**src/rtl/spart_rx_fifo_pkg.sv**
```systemverilog
// Shared SPART constants: data width, idle byte and receive FIFO defaults.
package spart_rx_fifo_pkg;

  localparam int unsigned SPART_DATA_W        = 8;
  localparam logic [7:0]  SPART_IDLE_BYTE     = 8'hFF;
  localparam int unsigned SPART_FIFO_DEPTH    = 16;
  localparam int unsigned SPART_FIFO_AF_LEVEL = 12;

endpackage : spart_rx_fifo_pkg

```
**src/rtl/spart_rx_fifo_if.sv**
```systemverilog
// Receiver-to-consumer bus around the SPART receive FIFO.
interface spart_rx_fifo_if #(
  parameter int unsigned DEPTH = spart_rx_fifo_pkg::SPART_FIFO_DEPTH
) ();

  localparam int unsigned CW = $clog2(DEPTH) + 1;

  logic [spart_rx_fifo_pkg::SPART_DATA_W-1:0] rx_data;
  logic                                       rda;
  logic                                       rd_en;
  logic                                       ovr_clr;
  logic [spart_rx_fifo_pkg::SPART_DATA_W-1:0] rd_data;
  logic                                       empty;
  logic                                       full;
  logic                                       almost_full;
  logic [CW-1:0]                              count;
  logic                                       overrun;

  // Driver side: receiver plus consumer.
  modport master (
    output rx_data, rda, rd_en, ovr_clr,
    input  rd_data, empty, full, almost_full, count, overrun
  );

  // FIFO side.
  modport slave (
    input  rx_data, rda, rd_en, ovr_clr,
    output rd_data, empty, full, almost_full, count, overrun
  );

endinterface : spart_rx_fifo_if

```
**src/rtl/spart_fifo_mem.sv**
```systemverilog
// DEPTH x 8 register array: one synchronous write port, one asynchronous read port.
module spart_fifo_mem
  import spart_rx_fifo_pkg::*;
#(
  parameter int unsigned DEPTH = SPART_FIFO_DEPTH
) (
  input  logic                      clk,
  input  logic                      i_we,
  input  logic [$clog2(DEPTH)-1:0]  i_waddr,
  input  logic [SPART_DATA_W-1:0]   i_wdata,
  input  logic [$clog2(DEPTH)-1:0]  i_raddr,
  output logic [SPART_DATA_W-1:0]   o_rdata
);

  logic [SPART_DATA_W-1:0] r_mem [DEPTH];

  // Storage write; contents are deliberately not reset.
  always_ff @(posedge clk) begin
    if (i_we) begin
      r_mem[i_waddr] <= i_wdata;
    end
  end

  assign o_rdata = r_mem[i_raddr];

endmodule : spart_fifo_mem

```
**src/rtl/spart_rx_fifo.sv**
```systemverilog
// SPART receive byte FIFO: first-word-fall-through, occupancy flags, sticky overrun.
module spart_rx_fifo
  import spart_rx_fifo_pkg::*;
#(
  parameter int unsigned DEPTH    = SPART_FIFO_DEPTH,
  parameter int unsigned AF_LEVEL = SPART_FIFO_AF_LEVEL
) (
  input  logic           clk,
  input  logic           rst_n,
  spart_rx_fifo_if.slave bus
);

  localparam int unsigned AW = $clog2(DEPTH);
  localparam int unsigned CW = AW + 1;

  logic [AW-1:0]           r_wr_ptr;
  logic [AW-1:0]           r_rd_ptr;
  logic [CW-1:0]           r_count;
  logic                    r_overrun;
  logic                    w_empty;
  logic                    w_full;
  logic                    w_pop;
  logic                    w_push;
  logic                    w_drop;
  logic [SPART_DATA_W-1:0] w_mem_rdata;

  assign w_empty = (r_count == CW'(0));
  assign w_full  = (r_count == CW'(DEPTH));

  // A pop frees a slot in the same cycle, so a push into a full queue succeeds alongside it.
  assign w_pop  = bus.rd_en && !w_empty;
  assign w_push = bus.rda && (!w_full || w_pop);
  assign w_drop = bus.rda && w_full && !w_pop;

  // Pointer and occupancy state; pointers wrap naturally at DEPTH.
  always_ff @(posedge clk or negedge rst_n) begin
    if (!rst_n) begin
      r_wr_ptr <= '0;
      r_rd_ptr <= '0;
      r_count  <= '0;
    end else begin
      if (w_push) begin
        r_wr_ptr <= r_wr_ptr + AW'(1);
      end
      if (w_pop) begin
        r_rd_ptr <= r_rd_ptr + AW'(1);
      end
      if (w_push && !w_pop) begin
        r_count <= r_count + CW'(1);
      end else if (w_pop && !w_push) begin
        r_count <= r_count - CW'(1);
      end
    end
  end

  // Sticky overrun; a new drop takes priority over a clear.
  always_ff @(posedge clk or negedge rst_n) begin
    if (!rst_n) begin
      r_overrun <= 1'b0;
    end else if (w_drop) begin
      r_overrun <= 1'b1;
    end else if (bus.ovr_clr) begin
      r_overrun <= 1'b0;
    end
  end

  spart_fifo_mem #(
    .DEPTH (DEPTH)
  ) u_mem (
    .clk     (clk),
    .i_we    (w_push),
    .i_waddr (r_wr_ptr),
    .i_wdata (bus.rx_data),
    .i_raddr (r_rd_ptr),
    .o_rdata (w_mem_rdata)
  );

  assign bus.rd_data     = w_empty ? SPART_IDLE_BYTE : w_mem_rdata;
  assign bus.empty       = w_empty;
  assign bus.full        = w_full;
  assign bus.almost_full = (r_count >= CW'(AF_LEVEL));
  assign bus.count       = r_count;
  assign bus.overrun     = r_overrun;

endmodule : spart_rx_fifo
```
**src/flat_wrapper.sv**
```systemverilog
// flat-port wrapper written by rule: the top's interface ports become plain ports
module spart_rx_fifo_flat import spart_rx_fifo_pkg::*;
#(
  parameter int unsigned DEPTH    = SPART_FIFO_DEPTH,
  parameter int unsigned AF_LEVEL = SPART_FIFO_AF_LEVEL
)
  (clk, rst_n, bus_rx_data, bus_rda, bus_rd_en, bus_ovr_clr, bus_rd_data, bus_empty, bus_full, bus_almost_full, bus_count, bus_overrun);
  spart_rx_fifo_if #(.DEPTH(DEPTH)) bus_i ();
  input  logic clk;
  input  logic rst_n;
  input wire logic [$bits(bus_i.rx_data)-1:0] bus_rx_data;
  input wire logic [$bits(bus_i.rda)-1:0] bus_rda;
  input wire logic [$bits(bus_i.rd_en)-1:0] bus_rd_en;
  input wire logic [$bits(bus_i.ovr_clr)-1:0] bus_ovr_clr;
  output wire logic [$bits(bus_i.rd_data)-1:0] bus_rd_data;
  output wire logic [$bits(bus_i.empty)-1:0] bus_empty;
  output wire logic [$bits(bus_i.full)-1:0] bus_full;
  output wire logic [$bits(bus_i.almost_full)-1:0] bus_almost_full;
  output wire logic [$bits(bus_i.count)-1:0] bus_count;
  output wire logic [$bits(bus_i.overrun)-1:0] bus_overrun;
  assign bus_i.rx_data = bus_rx_data;
  assign bus_i.rda = bus_rda;
  assign bus_i.rd_en = bus_rd_en;
  assign bus_i.ovr_clr = bus_ovr_clr;
  assign bus_rd_data = bus_i.rd_data;
  assign bus_empty = bus_i.empty;
  assign bus_full = bus_i.full;
  assign bus_almost_full = bus_i.almost_full;
  assign bus_count = bus_i.count;
  assign bus_overrun = bus_i.overrun;
  spart_rx_fifo #(.DEPTH(DEPTH), .AF_LEVEL(AF_LEVEL)) u_core (.clk(clk), .rst_n(rst_n), .bus(bus_i));
endmodule
```
**config.mk**
```make
export PLATFORM = sky130hd
export DESIGN_NAME = spart_rx_fifo_flat
export DESIGN_NICKNAME = d
export VERILOG_FILES = /design/src/rtl/spart_rx_fifo_pkg.sv /design/src/rtl/spart_rx_fifo_if.sv /design/src/rtl/spart_fifo_mem.sv /design/src/rtl/spart_rx_fifo.sv /design/src/flat_wrapper.sv
export SDC_FILE = /design/constraint.sdc
export NUM_CORES = 1
export LEC_CHECK = 0
export ABC_AREA = 1
export BUFFER_PORTS_ARGS = -buffer_cell sky130_fd_sc_hd__buf_2
export CAP_MARGIN = 20
export CORE_MARGIN = 1
export CORE_UTILIZATION = 44
export CTS_BUF_LIST = sky130_fd_sc_hd__clkbuf_2
export DETAILED_ROUTE_END_ITERATION = 16
export SLEW_MARGIN = 20
export SYNTH_ARGS = -nofsm -noshare
export SYNTH_HDL_FRONTEND = slang
export SYNTH_HIERARCHICAL = 1
export SYNTH_SLANG_ARGS = --single-unit
```
**constraint.sdc**
```tcl
create_clock -name clk -period 2.5 [get_ports clk]
set_input_delay 0.5 -clock clk [delete_from_list [all_inputs] [get_ports clk]]
set_output_delay 0.5 -clock clk [all_outputs]
set_load 0.02 [all_outputs]
```
* Word-level counts from Yosys, hierarchy flattened
Memory sizes are Yosys's and may differ from the RTL's.
Index checks and enable logic that the tools add are counted.
** Cells by class
- $add $sub $neg :: 4
- $mul :: 0
- Divide/modulo/power cells :: 0
- Magnitude comparators :: 1
- Eq/ne operators :: 1
- Shift-type cells :: 0
- Mux-type cells :: 7
- Bitwise gates (word level) :: 0
- Reductions and logical operators :: 14
** Operators by type and width (number)
- two-way mux 5 bit :: 2
- adder 4 x 1 -> 4 bit (second input constant) :: 2
- two-way mux 8 bit :: 1
- logical AND 1 bit :: 6
- adder 5 x 1 -> 5 bit (second input constant) :: 1
- == test 5 bit (second input constant) :: 1
- greater-or-equal comparator 5 x 4 -> 1 bit (second input constant) :: 1
- zero test 5 bit :: 1
- subtractor 5 x 1 -> 5 bit (second input constant) :: 1
- zero test 1 bit :: 4
- two-way mux 1 bit :: 4
- nonzero test 2 bit :: 2
- logical OR 1 bit :: 1
** Word-level totals
- Flip-flop bits (word level) :: 14
- Latch bits :: 0
- Memory bits (writable) :: 128
- ROM bits :: 0
- Bits of input ports :: 13
- Output and inout port bits :: 17
- Logic and storage cells :: 32
- Memories :: 1
** Memory list
- u_core.u_mem.r_mem :: words 16, bits a word 8, rd ports 1, clocked after Yosys merged registers in 0, write ports 1, line spart_fifo_mem.sv:15 : logic [SPART_DATA_W-1:0] r_mem [DEPTH];

* Depth between registers and ports, before layout
- Depth after elaboration :: 9
- Depth in mapped cells :: 14
- Mapped depth without buffers :: 14

* By module
The synthesis kept the hierarchy.
** Modules (own cells, without submodules)
- spart_fifo_mem :: instances 1, cells an instance 543, area each 5606.6 sq um, sequential area each 3843.7 sq um
- spart_rx_fifo :: instances 1, cells an instance 115, area each 913.4 sq um, sequential area each 350.3 sq um

* Worst setup path after synthesis
OpenSTA, ideal clock, no wires.
- Path kind :: register to register
- From :: register u_core.r_count[3], in the netlist u_core/bus.count[3]
- To :: register u_core.r_count[4], in the netlist u_core/bus.count[4]
- Data arrival time :: 2.104 ns
- Data required time :: 2.383 ns
- Slack :: 0.280 ns
- Cell stages (with the launch flop) :: 13
- Buffers on the path :: 0
- Clock period less this slack :: 2.220 ns
- Cells stage by stage :: dfrtp_1 nor2_4 nand4_2 nand2_2 inv_1 ha_1 inv_1 ha_1 or2_2 nand3_1 nand2_1 nand2_1 nand2_1
** On the way
- Word-level cells in the longest chain between the ends :: 8
** RTL lines
- start: declaration :: line spart_rx_fifo.sv:18 : logic [CW-1:0] r_count;
- start signal: assignment :: line spart_rx_fifo.sv:49 : r_count <= r_count + CW'(1);
- start signal: assignment :: line spart_rx_fifo.sv:51 : r_count <= r_count - CW'(1);
- zero test 5 bit :: line spart_rx_fifo.sv:27 : assign w_empty = (r_count == CW'(0));
- zero test 1 bit :: line spart_rx_fifo.sv:31 : assign w_pop = bus.rd_en && !w_empty;
- logical AND 1 bit :: line spart_rx_fifo.sv:31
- logical OR 1 bit (*) :: line spart_rx_fifo.sv:32 : assign w_push = bus.rda && (!w_full || w_pop);
- logical AND 1 bit (*) :: line spart_rx_fifo.sv:32
- net u_core.w_push :: line spart_rx_fifo.sv:23 : logic w_push;
- zero test 1 bit :: line spart_rx_fifo.sv:50 : end else if (w_pop && !w_push) begin
- logical AND 1 bit :: line spart_rx_fifo.sv:50
- nonzero test 2 bit (no source line)
Mark *: on every way through the listed nets, which the timed path passes. The rest lies on a longest branch. The select of a mux whose other input is x is not followed.
A chain may end at the register's enable or synchronous reset.

* Worst setup path after layout
- From :: register u_core.r_rd_ptr[0]
- To :: output bus_rd_data[6]
** On the way
- Word-level cells in the longest chain between the ends :: 2
** RTL lines
- start: declaration :: line spart_rx_fifo.sv:17 : logic [AW-1:0] r_rd_ptr;
- start signal: assignment :: line spart_rx_fifo.sv:46 : r_rd_ptr <= r_rd_ptr + AW'(1);
- memory (16 x 8 bit)
- net u_core.w_mem_rdata[6] :: line spart_rx_fifo.sv:25 : logic [SPART_DATA_W-1:0] w_mem_rdata;
- two-way mux 8 bit :: line spart_rx_fifo.sv:78 : assign bus.rd_data = w_empty ? SPART_IDLE_BYTE : w_mem_rdata;
- end: declaration :: line flat_wrapper.sv:15 : output wire logic [$bits(bus_i.rd_data)-1:0] bus_rd_data;
The timed path passes the listed nets, and every way through them passes these cells.

==> flow_summary.json <==
{
  "outcome": "finished, violations left",
  "violations": "setup timing",
  "h-tree-depth": 4,
  "hold_viol": 0,
  "cpMaxStageDelayCell": "dfrtp_2",
  "nets": 737,
  "cp-start-kind": "flip-flop",
  "dp_cells": 871,
  "synth-seq-cells": 142,
  "synth_nets": 678,
  "wl_per_cell_um": 17.1,
  "die_y_um": 124,
  "ant_nets": 0,
  "first_pass_iters": 5,
  "routed_wl_um": 15600,
  "grt_max_degree": 33,
  "synth_adder_area_share_pct": 1.46,
  "grt_pass1_wl_um": 23200,
  "synth_top_family_by_area": "simple AND/OR/NAND/NOR gates",
  "chipWidth_um": 124,
  "multiInputGateArea_um2": 1830,
  "fmax_mhz": 354,
  "min_path_type": "input pin to flip-flop",
  "rows": 44,
  "grtUsageMet3_pct": 4.58,
  "grt_pass1_vias": 4220,
  "relSlewSlack_pct": 67.2,
  "yosysUniqueCellTypes": 28,
  "initial_core_util_pct": 45.0,
  "dp_hpwl_um": 8950,
  "grt_antenna_before_repair": 0,
  "fin_crit_ns": 2.83,
  "cts_made_buffers": 17,
  "grt_use_met2_pct": 32.9,
  "maxCapViolations": 0,
  "hold_path_depth": 3,
  "clkLatencyLatePin_ns": 0.71,
  "portBuffers": 29,
  "grt_use_met1_pct": 29.9,
  "drc": 0,
  "layoutNonFillerInstCount": 913,
  "grt_busiest_layer": "met2",
  "vias": 4624,
  "cp.required_ns": 2.00,
  "finClkSkew_ns": 0.0240,
  "ys_seq_area_share_pct": 64.3,
  "diodes": 0,
  "timing.final.crit_share_pct": 113,
  "finalMaxSlewViolations": 0,
  "cts_tree": "done",
  "grt-ovfl-total": 0,
  "gp_congestion": 0.859,
  "core_um2": 14500,
  "yosys_warnings": 6,
  "synth_compound_area_share_pct": 0.384,
  "synth_xor_area_share_pct": 0.537,
  "synth_area_um2": 6520,
  "power_density_nw_per_um2": 1110,
  "reg2reg_depth": 12,
  "syn_avg_cell_area_um2": 9.91,
  "synthMuxAreaShare_pct": 0,
  "crit_type": "flip-flop to primary output",
  "clk_pin_slew_ns": 0.17,
  "yosys.area_share.simple_pct": 24.1,
  "synth_cells": 658,
  "io_pins": 30,
  "p_total_mw": 8.32,
  "area_growth_pct": 15.4,
  "setup_slack_ns": -0.325,
  "viasPerCell": 5.06,
  "arrival_ns": 2.33,
  "critPathCaptureType": "primary output",
  "rsz0062_at_grt": "yes",
  "crit_chain": "buf_6 -> clkbuf_16 -> nand2_1 -> nand3_1 -> nand3_1 -> nand3_2 -> nand2_1 -> or2_1 -> buf_2",
  "crit_path_max_incr_delay_ns": 0.47,
  "worstMarginPinSlew_ns": 0.493,
  "peakVddDrop_v": 0.000512,
  "regArea_um2": 4200,
  "drt_first_iter_violations": 345,
  "pre_cts_ws_ns": 0.0880,
  "cts_buffer_depth": 2,
  "finalSetupViolCount": 8,
  "fillers": 1295,
  "dieArea_um2": 15300,
  "drive_above_1_share_pct": 17.6,
  "grt_usage_pct": 21.5,
  "power.leakage_nw": 3.37,
  "cp_max_fo": 7,
  "clock_sink_count": 142,
  "cts_root_buffer": "clkbuf_2"
}
## registers in the layout, summed over array words and instances, names as in the netlist
register,flops
u_core/bus.count,5
u_core/bus.overrun,1
u_core/r_rd_ptr,4
u_core/u_mem/r_mem,128
u_core/r_wr_ptr,4
## cell usage after synthesis, drive strengths merged
cell    count  area [um^2]
nand4       3         25.0
inv       115          432
xnor2       3         26.3
or2         9         56.3
a21oi       1         5.00
fa          1         20.0
edfxtp    128         3840
clkbuf      1         3.75
buf        24          166
nand3     109          551
nor2       22         97.6
nand2     213          810
ha          6         75.1
dfrtp      14          350
nand3b      4         30.0
o21ai       4         20.0
xor2        1         8.76
## metrics by stage
step	setup TNS (ns)	hold WS (ns)	instance area [um^2]	util, %
floorplan	0	0.204	6520	-
global placement	0	0.419	6950	48.0
detailed placement	0	0.424	6950	48.0
CTS	-3.36	0.000389	7420	51.3
global route	-3.78	0.0328	7520	51.9
finish	-2.42	0.0796	7520	51.9
## what timing repair did
action	CTS	global route
cloned	4	3
gates resized for setup	36	20
endpoints found under the hold margin	15	0
hold buffers	2	0
endpoints found under the setup margin	9	9
pin swaps	2	6
buffers inserted	3	1
## critical path: cells and delay by family (launching register included)
family	cells	cell delay (ns)
AND/OR/NAND/NOR	6	0.67
buffers and inverters	3	0.50
flip-flops	1	0.47
## path summary, 6_finish.rpt
path                                            startpoint                              end  slack, ns
setup / recovery            u_core/r_rd_ptr[0]$_DFFE_PN0N_                   bus_rd_data[6]      -0.33
hold / removal                                   bus_rd_en   u_core/r_rd_ptr[3]$_DFFE_PN0N_       0.08
setup reg to reg           u_core/bus.count[3]$_DFFE_PN0P_  u_core/bus.count[4]$_DFFE_PN0P_       0.21
hold reg to reg             u_core/bus.overrun$_DFFE_PN0P_   u_core/bus.overrun$_DFFE_PN0P_       0.54
max in group asynchronous                            rst_n   u_core/r_rd_ptr[3]$_DFFE_PN0N_       2.03
min in group asynchronous                            rst_n  u_core/bus.count[4]$_DFFE_PN0P_       0.20
## cell usage in the layout, fill, tap and decap left out, types with 2 or more instances in the layout
master         Yosys  layout
nand3b_1           4       4
clkbuf_2           0      21
clkinvlp_4         0       2
edfxtp_1         128     128
clkbuf_16          0       3
ha_1               6       6
nand3_1          108      88
buf_2             13      22
buf_12             0       6
nand3_2            1      21
nand4_1            2       2
clkinv_1           0       3
nor2_1            20      20
or2_1              8       7
xnor2_1            3       3
dlygate4sd3_1      0       2
clkinv_2           0       5
dfrtp_1           14      11
dfrtp_2            0       3
nand2_2            1       3
buf_4              4      22
nand2_1          211     209
buf_6              6       7
buf_16             0       2
o21ai_0            3       3
nor2_4             2       2
inv_1            112     111
## metal layers
layer / up-vias / share of wire (%)
li1: 2234 / -
met1: 2221 / 45
met2: 152 / 48
met3: 17 / 5.5
met4: 0 / 1.4
met5: - / 0
## layout make-up
| type | count | share of cell area, % |
|---|---|---|
| flip-flops and latches | 142 | 55.8 |
| repair buffers | 65 | 8.50 |
| clock inverters | 10 | 0.982 |
| clock buffers | 21 | 1.40 |
| well taps | 184 | 3.06 |
| inverters | 115 | 5.89 |
| multi-input cells | 376 | 24.4 |
## where the power goes
group / internal [mW] / total [mW] / switching, mW
logic: 1.64 / 4.12 / 2.48
registers: 2.86 / 3.09 / 0.234
clock network: 0.350 / 1.11 / 0.759
total: 4.84 / 8.32 / 3.48
## cells by family (layout without fill, tap and decap cells)
logic type	Yosys count	after routing
simple gates	360	360
flops	142	142
buf+inv	140	211
fa+ha+maj	7	7
compound gates	5	5
xor+xnor	4	4
Note: power is estimated with default switching activity, not from simulation.
